[src/rtl/dreg_shift_ctrl_if.sv]
// Start handshake plus register-chain control bundle for dreg_shift_ctrl.
// master = requester (start/mode/stall/abort); slave = the controller.
interface dreg_shift_ctrl_if #(
  parameter int CNT_W = 10
);
  logic             dreg_shift_ctrl_iport_start_valid;
  logic             dreg_shift_ctrl_iport_mode;
  logic             dreg_shift_ctrl_oport_start_ready;
  logic             dreg_shift_ctrl_iport_stall;
  logic             dreg_shift_ctrl_iport_abort;
  logic             dreg_shift_ctrl_oport_en;
  logic             dreg_shift_ctrl_oport_sp;
  logic             dreg_shift_ctrl_oport_busy;
  logic [CNT_W-1:0] dreg_shift_ctrl_oport_cnt;
  logic             dreg_shift_ctrl_oport_done;
  logic             dreg_shift_ctrl_oport_aborted;

  modport master (
    output dreg_shift_ctrl_iport_start_valid,
    output dreg_shift_ctrl_iport_mode,
    output dreg_shift_ctrl_iport_stall,
    output dreg_shift_ctrl_iport_abort,
    input  dreg_shift_ctrl_oport_start_ready,
    input  dreg_shift_ctrl_oport_en,
    input  dreg_shift_ctrl_oport_sp,
    input  dreg_shift_ctrl_oport_busy,
    input  dreg_shift_ctrl_oport_cnt,
    input  dreg_shift_ctrl_oport_done,
    input  dreg_shift_ctrl_oport_aborted
  );

  modport slave (
    input  dreg_shift_ctrl_iport_start_valid,
    input  dreg_shift_ctrl_iport_mode,
    input  dreg_shift_ctrl_iport_stall,
    input  dreg_shift_ctrl_iport_abort,
    output dreg_shift_ctrl_oport_start_ready,
    output dreg_shift_ctrl_oport_en,
    output dreg_shift_ctrl_oport_sp,
    output dreg_shift_ctrl_oport_busy,
    output dreg_shift_ctrl_oport_cnt,
    output dreg_shift_ctrl_oport_done,
    output dreg_shift_ctrl_oport_aborted
  );
endinterface

[src/rtl/dreg_shift_ctrl.sv]
// Load/shift sequencer for the D-register chain; DREG_SHIFT_CTRL_BACK2BACK_EN lets DONE accept a start.
// Tx start->done SIZE+2 cycles, Rx SIZE+1, +1 per stall; start_ready only when a start can be taken.
module dreg_shift_ctrl #(
  parameter int SIZE  = 512,
  parameter int CNT_W = 10
) (
  input logic               dreg_shift_ctrl_cport_clk,
  input logic               dreg_shift_ctrl_cport_rst,
  dreg_shift_ctrl_if.slave  ctl_if
);

  typedef enum logic [1:0] {
    S_IDLE  = 2'd0,
    S_LOAD  = 2'd1,
    S_SHIFT = 2'd2,
    S_DONE  = 2'd3
  } state_t;

  localparam logic [CNT_W-1:0] LAST_CNT = CNT_W'(SIZE - 1);

  state_t           state_q, state_d;
  logic [CNT_W-1:0] cnt_q, cnt_d;
  logic             aborted_q, aborted_d;

  logic start_valid, mode, stall, abort;
  logic start_ready, en, sp, busy, done;

  assign start_valid = ctl_if.dreg_shift_ctrl_iport_start_valid;
  assign mode        = ctl_if.dreg_shift_ctrl_iport_mode;
  assign stall       = ctl_if.dreg_shift_ctrl_iport_stall;
  assign abort       = ctl_if.dreg_shift_ctrl_iport_abort;

  always_comb begin
    state_d     = state_q;
    cnt_d       = cnt_q;
    aborted_d   = 1'b0;
    start_ready = 1'b0;
    en          = 1'b0;
    sp          = 1'b1;
    busy        = 1'b0;
    done        = 1'b0;

    case (state_q)
      S_IDLE: begin
        start_ready = 1'b1;
        if (start_valid) begin
          cnt_d   = '0;
          state_d = mode ? S_SHIFT : S_LOAD;
        end
      end

      S_LOAD: begin
        busy = 1'b1;
        sp   = 1'b0;
        if (abort) begin
          aborted_d = 1'b1;
          state_d   = S_IDLE;
        end else begin
          en      = 1'b1;
          state_d = S_SHIFT;
        end
      end

      S_SHIFT: begin
        busy = 1'b1;
        // abort outranks stall; either one keeps the chain frozen this cycle
        if (abort) begin
          aborted_d = 1'b1;
          state_d   = S_IDLE;
        end else if (!stall) begin
          en    = 1'b1;
          cnt_d = cnt_q + CNT_W'(1);
          if (cnt_q == LAST_CNT) begin
            state_d = S_DONE;
          end
        end
      end

      S_DONE: begin
        done    = 1'b1;
        state_d = S_IDLE;
`ifdef DREG_SHIFT_CTRL_BACK2BACK_EN
        start_ready = 1'b1;
        if (start_valid) begin
          cnt_d   = '0;
          state_d = mode ? S_SHIFT : S_LOAD;
        end
`endif
      end

      default: state_d = S_IDLE;
    endcase
  end

  always_ff @(posedge dreg_shift_ctrl_cport_clk or posedge dreg_shift_ctrl_cport_rst) begin
    if (dreg_shift_ctrl_cport_rst) begin
      state_q   <= S_IDLE;
      cnt_q     <= '0;
      aborted_q <= 1'b0;
    end else begin
      state_q   <= state_d;
      cnt_q     <= cnt_d;
      aborted_q <= aborted_d;
    end
  end

  assign ctl_if.dreg_shift_ctrl_oport_start_ready = start_ready;
  assign ctl_if.dreg_shift_ctrl_oport_en          = en;
  assign ctl_if.dreg_shift_ctrl_oport_sp          = sp;
  assign ctl_if.dreg_shift_ctrl_oport_busy        = busy;
  assign ctl_if.dreg_shift_ctrl_oport_cnt         = cnt_q;
  assign ctl_if.dreg_shift_ctrl_oport_done        = done;
  assign ctl_if.dreg_shift_ctrl_oport_aborted     = aborted_q;

endmodule

[src/flat_wrapper.sv]
// flat-port wrapper written by rule: the top's interface ports become plain ports
module dreg_shift_ctrl_flat 
#(
  parameter int SIZE  = 512,
  parameter int CNT_W = 10
)
  (dreg_shift_ctrl_cport_clk, dreg_shift_ctrl_cport_rst, ctl_if_dreg_shift_ctrl_iport_start_valid, ctl_if_dreg_shift_ctrl_iport_mode, ctl_if_dreg_shift_ctrl_iport_stall, ctl_if_dreg_shift_ctrl_iport_abort, ctl_if_dreg_shift_ctrl_oport_start_ready, ctl_if_dreg_shift_ctrl_oport_en, ctl_if_dreg_shift_ctrl_oport_sp, ctl_if_dreg_shift_ctrl_oport_busy, ctl_if_dreg_shift_ctrl_oport_cnt, ctl_if_dreg_shift_ctrl_oport_done, ctl_if_dreg_shift_ctrl_oport_aborted);
  dreg_shift_ctrl_if #(.CNT_W(CNT_W)) ctl_if_i ();
  input logic dreg_shift_ctrl_cport_clk;
  input logic dreg_shift_ctrl_cport_rst;
  input wire logic [$bits(ctl_if_i.dreg_shift_ctrl_iport_start_valid)-1:0] ctl_if_dreg_shift_ctrl_iport_start_valid;
  input wire logic [$bits(ctl_if_i.dreg_shift_ctrl_iport_mode)-1:0] ctl_if_dreg_shift_ctrl_iport_mode;
  input wire logic [$bits(ctl_if_i.dreg_shift_ctrl_iport_stall)-1:0] ctl_if_dreg_shift_ctrl_iport_stall;
  input wire logic [$bits(ctl_if_i.dreg_shift_ctrl_iport_abort)-1:0] ctl_if_dreg_shift_ctrl_iport_abort;
  output wire logic [$bits(ctl_if_i.dreg_shift_ctrl_oport_start_ready)-1:0] ctl_if_dreg_shift_ctrl_oport_start_ready;
  output wire logic [$bits(ctl_if_i.dreg_shift_ctrl_oport_en)-1:0] ctl_if_dreg_shift_ctrl_oport_en;
  output wire logic [$bits(ctl_if_i.dreg_shift_ctrl_oport_sp)-1:0] ctl_if_dreg_shift_ctrl_oport_sp;
  output wire logic [$bits(ctl_if_i.dreg_shift_ctrl_oport_busy)-1:0] ctl_if_dreg_shift_ctrl_oport_busy;
  output wire logic [$bits(ctl_if_i.dreg_shift_ctrl_oport_cnt)-1:0] ctl_if_dreg_shift_ctrl_oport_cnt;
  output wire logic [$bits(ctl_if_i.dreg_shift_ctrl_oport_done)-1:0] ctl_if_dreg_shift_ctrl_oport_done;
  output wire logic [$bits(ctl_if_i.dreg_shift_ctrl_oport_aborted)-1:0] ctl_if_dreg_shift_ctrl_oport_aborted;
  assign ctl_if_i.dreg_shift_ctrl_iport_start_valid = ctl_if_dreg_shift_ctrl_iport_start_valid;
  assign ctl_if_i.dreg_shift_ctrl_iport_mode = ctl_if_dreg_shift_ctrl_iport_mode;
  assign ctl_if_i.dreg_shift_ctrl_iport_stall = ctl_if_dreg_shift_ctrl_iport_stall;
  assign ctl_if_i.dreg_shift_ctrl_iport_abort = ctl_if_dreg_shift_ctrl_iport_abort;
  assign ctl_if_dreg_shift_ctrl_oport_start_ready = ctl_if_i.dreg_shift_ctrl_oport_start_ready;
  assign ctl_if_dreg_shift_ctrl_oport_en = ctl_if_i.dreg_shift_ctrl_oport_en;
  assign ctl_if_dreg_shift_ctrl_oport_sp = ctl_if_i.dreg_shift_ctrl_oport_sp;
  assign ctl_if_dreg_shift_ctrl_oport_busy = ctl_if_i.dreg_shift_ctrl_oport_busy;
  assign ctl_if_dreg_shift_ctrl_oport_cnt = ctl_if_i.dreg_shift_ctrl_oport_cnt;
  assign ctl_if_dreg_shift_ctrl_oport_done = ctl_if_i.dreg_shift_ctrl_oport_done;
  assign ctl_if_dreg_shift_ctrl_oport_aborted = ctl_if_i.dreg_shift_ctrl_oport_aborted;
  dreg_shift_ctrl #(.SIZE(SIZE), .CNT_W(CNT_W)) u_core (.dreg_shift_ctrl_cport_clk(dreg_shift_ctrl_cport_clk), .dreg_shift_ctrl_cport_rst(dreg_shift_ctrl_cport_rst), .ctl_if(ctl_if_i));
endmodule
[config.mk]
export PLATFORM = sky130hd
export DESIGN_NAME = dreg_shift_ctrl_flat
export DESIGN_NICKNAME = d
export VERILOG_FILES = /design/src/rtl/dreg_shift_ctrl_if.sv /design/src/rtl/dreg_shift_ctrl.sv /design/src/flat_wrapper.sv
export SDC_FILE = /design/constraint.sdc
export NUM_CORES = 1
export LEC_CHECK = 0
export CAP_MARGIN = 40
export CORE_AREA = 2 2 47 49
export DETAILED_ROUTE_END_ITERATION = 8
export DIE_AREA = 0 0 49 51
export GPL_TIMING_DRIVEN = 0
export PLACE_DENSITY = 0.74
export SYNTH_ARGS = -nofsm -noshare
export SYNTH_HDL_FRONTEND = slang
export SYNTH_SLANG_ARGS = --single-unit
[constraint.sdc]
create_clock -name dreg_shift_ctrl_cport_clk -period 1.5 [get_ports dreg_shift_ctrl_cport_clk]
set_clock_uncertainty 0.15 [all_clocks]
set_input_delay 0.3 -clock dreg_shift_ctrl_cport_clk [delete_from_list [all_inputs] [get_ports dreg_shift_ctrl_cport_clk]]
set_output_delay 0.3 -clock dreg_shift_ctrl_cport_clk [all_outputs]
set_load 0.02 [all_outputs]
==> results by group <==
Outcome
  – Status: finished with violations
  – Failing checks: setup timing

Routing
  – Max Used Layer: met4
  – Mean number of vias per cell: 5.443
  – Detailed-routing iteration count for the pre-antenna-repair pass: 4
  – Iter 0 DRT Violations: 10
  – Routed length on met2: 1193 µm
  – Average wire per cell in the routed design: 15.07 µm
  – Routed metal-1 wire length: 926 µm
  – Count of unresolved DRC violations after routing: 0
  – Met3 routed WL: 111 µm
  – Sum of routed wire length over all layers: 2245 µm
  – ANT nets after route: 0
  – Total vias in the final route: 811

Die
  – Floorplan row count: 17
  – Area of the placeable core: 2063 µm²
  – Height of the die: 51 µm
  – I/O pins: 22
  – Area of the die: 2499 µm²
  – Starting Density: 0.3911
  – Die span in x: 49 µm

Cells and area
  – Storage element area: 335.3 µm²
  – Antenna Diode Count: 0
  – Fill cells: 186
  – Footprint of the multi-input gates: 561.8 µm²
  – Final #Nets: 133
  – Fraction of the core area covered by cells at the end of the flow: 0.6258
  – Non-filler instance count after layout: 149
  – Layout cell share with drive strength beyond 1: 0.5372
  – Area added between synthesis and finish: 60.00%

Clock network
  – TritonCTS clock tree: built
  – Post-cts hold buffer count: 0
  – Source-to-sink clock delay at the later pin of the worst-skew pair: 0.27 ns
  – Maximum clock insertion buffer count: 2
  – Clock-pin slew reported for the worst setup and hold paths after clock tree synthesis: 0.08 ns
  – Library cell used as clock root buffer: clkbuf_4
  – H-tree Lvls: 1
  – Total CTS buffers: 3
  – Number of sinks handled by clock tree synthesis: 13

Setup path
  – Kind of start point of the critical path: register
  – Worst path required time: 1.05 ns
  – Arrival time of the worst setup path: 1.47 ns
  – Critical path type: reg -> out
  – Maximum fanout along the worst path: 3
  – Number of cell instances on the worst register-to-register path: 7
  – Element type at the critical path end: primary output

Place
  – Global placement routability congestion: 0.8081
  – Total of buffers placed on input and output ports: 21
  – Placed Instances: 134
  – Total half-perimeter wirelength after legalization and detailed placement: 1446 µm

STA
  – Max Freq: 0.5220 GHz
  – Worst-Margin Slew: 0.5057 ns
  – Crit path setup slack, layout: -0.4157 ns
  – RSZ-0062 raised after global routing: true
  – Total of endpoints with negative setup slack in the final report: 17
  – Final number of hold-violating endpoints: 0
  – Headroom to the max-slew limit: 0.6625
  – Fin crit period: 1.916 ns
  – Number of pins exceeding their max-slew limit in the final report: 0
  – Final clock period utilization by the worst path: 1.277

Synthesis
  – Mapped Avg Cell Area: 9.494 µm²
  – Arithmetic-cell share of the synthesized area counting full adders, half adders and majority gates: 0.07752
  – Synth Instances: 85
  – Compound-gate portion of the synthesized area: 0.2372
  – Synthesized cell area: 807.0 µm²
  – Synthesized netlist net count: 96
  – Register bit total from synthesis: 13
  – Post-synthesis share of cell area spent on and, or, nand and nor gates: 0.2000
  – Synth Area in XOR/XNOR: 0
  – Yosys synthesis warning count: 0
  – Synth cell types: 31
  – Combinational family with the most area after synthesis: compound AO/OA/AOI/OAI gates
  – Share of synthesized area spent on multiplexers: 0.03876
  – Sequential cell area fraction in the yosys report: 0.4031

Power
  – Fraction of power consumed by sequential logic: 0.229
  – Largest vdd supply drop: 1.310 mV
  – Power dissipated by switching net loads: 0.9130 mW
  – Internal power: 1.224 mW
  – Combinational share of power: 0.669
  – Power density of the placed cells: 1655 nW/µm²
  – Power share of the clock group: 0.102
  – Sw frac: 0.4272
  – Lkg Pwr: 0.5442 nW

Global routing
  – Grt total ovfl: 0
  – Overall Global Routing Usage: 0.1844
  – Via count of the first global-routing pass: 772
  – Initial antenna violation count: 0
  – Wire length of the first global-routing pass: 3477 µm
  – Largest net degree at the start of global routing: 14

Hold path
  – Path class of the lowest-slack min-delay path: in -> async

Flow run
  – Number of max-cap violations: 0
==> layout make-up <==
type,count,area share
buffer,2,0.009690
clock buffer,4,0.02035
inverter,6,0.01938
multi-input combinational,64,0.4351
sequential,13,0.2597
tap,28,0.02713
timing repair buffer,32,0.2287
==> repair_timing <==
action                                  in CTS  in global routing
resized for setup                           63                 21
gates cloned                                 1                  0
buffers inserted                             7                  3
pin swaps                                    3                  4
endpoints found under the setup margin      28                 27
==> per-layer routing <==
layer,global-route usage,vias up
li1,-,388
met5,0,-
met4,0.08095,0
met3,0.03801,2
met1,0.2163,398
met2,0.3265,23
==> worst max-delay path, stage by stage, from the launching register on <==
cell and delay [ns]:
dfrtp_1 0.41, inv_2 0.09, ha_4 0.14, inv_2 0.04
o21a_1 0.19, nor3b_4 0.18, buf_6 0.14
==> cells in the final DEF (no fill, tap or decap), types with 4 or more instances in the layout <==
cell type        Yosys  routed
clkbuf_2             0       5
dfrtp_1             13       5
clkdlybuf4s15_2      0       4
buf_4                1       8
o21ai_2              0       6
ha_4                 0       4
clkdlybuf4s50_1      0       5
buf_6                0       7
dfrtp_2              0       8
nand2_1             10       8
==> registers in the layout, indices dropped and copies added, names as in the netlist <==
| name | flops |
|---|---|
| u_core.state_q | 2 |
| u_core.ctl_if.dreg_shift_ctrl_oport_cnt | 10 |
| u_core.ctl_if.dreg_shift_ctrl_oport_aborted | 1 |
==> cell usage after synthesis (all sizes together) <==
| cell | instances | share of area |
|---|---|---|
| a211oi | 1 | 0.0093 |
| a21oi | 1 | 0.0062 |
| a22o | 4 | 0.045 |
| a41o | 1 | 0.012 |
| and2 | 1 | 0.0078 |
| buf | 2 | 0.016 |
| dfrtp | 13 | 0.40 |
| ha | 5 | 0.078 |
| inv | 6 | 0.028 |
| mux2 | 1 | 0.014 |
| mux2i | 2 | 0.025 |
| nand2 | 10 | 0.047 |
| nand2b | 3 | 0.023 |
| nand3 | 4 | 0.031 |
| nand4 | 2 | 0.016 |
| nor3 | 2 | 0.025 |
| nor3b | 1 | 0.0093 |
| o211a | 1 | 0.012 |
| o211ai | 1 | 0.0093 |
| o21a | 3 | 0.028 |
| o21ai | 12 | 0.074 |
| o22ai | 1 | 0.0078 |
| o2bb2ai | 1 | 0.011 |
| o41ai | 2 | 0.022 |
| or2 | 2 | 0.016 |
| or3 | 2 | 0.016 |
| or3b | 1 | 0.011 |
==> final timing paths <==
| check | from | endpoint | slack [ns] |
|---|---|---|---|
| max reg2reg | u_core.state_q[1] | u_core.ctl_if.dreg_shift_ctrl_oport_cnt[6] | -0.31 |
| min in group dreg_shift_ctrl_cport_clk | u_core.ctl_if.dreg_shift_ctrl_oport_cnt[0] | u_core.ctl_if.dreg_shift_ctrl_oport_cnt[0] | 0.41 |
| min reg2reg | u_core.ctl_if.dreg_shift_ctrl_oport_cnt[0] | u_core.ctl_if.dreg_shift_ctrl_oport_cnt[0] | 0.41 |
| min | dreg_shift_ctrl_cport_rst | u_core.ctl_if.dreg_shift_ctrl_oport_aborted | 0.20 |
| max | u_core.state_q[0] | ctl_if_dreg_shift_ctrl_oport_en | -0.42 |
| max in group asynchronous | dreg_shift_ctrl_cport_rst | u_core.ctl_if.dreg_shift_ctrl_oport_cnt[1] | 0.63 |
==> power groups by stage <==
stage	combinational, mW	clock (mW)	sequential (mW)
final	1.43	0.218	0.489
after global routing	1.52	0.250	0.498
after CTS	1.29	0.223	0.487
after detailed placement	1.03	0	0.490
after global placement	1.02	0	0.486
after floorplan	0.691	0	0.518
==> kinds of logic (layout without fill, tap and decap cells) <==
group,after synthesis,after routing
buffers and inverters,8,44
flip-flops,13,13
multiplexers,3,3
adder cells (fa/ha/maj),5,5
AO/OA/AOI/OAI,28,28
AND/OR/NAND/NOR,28,28
==> metrics by stage <==
| stage | setup WS (ns) | setup TNS [ns] | instance area, µm² | hold slack [ns] | total power [mW] |
|---|---|---|---|---|---|
| 2_1_floorplan | -0.1127 | -0.3796 | 865.8 | 0.02682 | 1.209 |
| 3_3_place_gp | -0.7292 | -5.993 | 1111 | 0.3744 | 1.502 |
| 3_5_place_dp | -0.7405 | -6.565 | 1111 | 0.3884 | 1.523 |
| 4_1_cts | -0.4383 | -3.388 | 1247 | 0.2142 | 2.003 |
| 5_1_grt | -0.4745 | -4.903 | 1291 | 0.2613 | 2.267 |
| 6_report | -0.4157 | -4.035 | 1291 | 0.1987 | 2.137 |
Power figures use the tool's default switching activity.
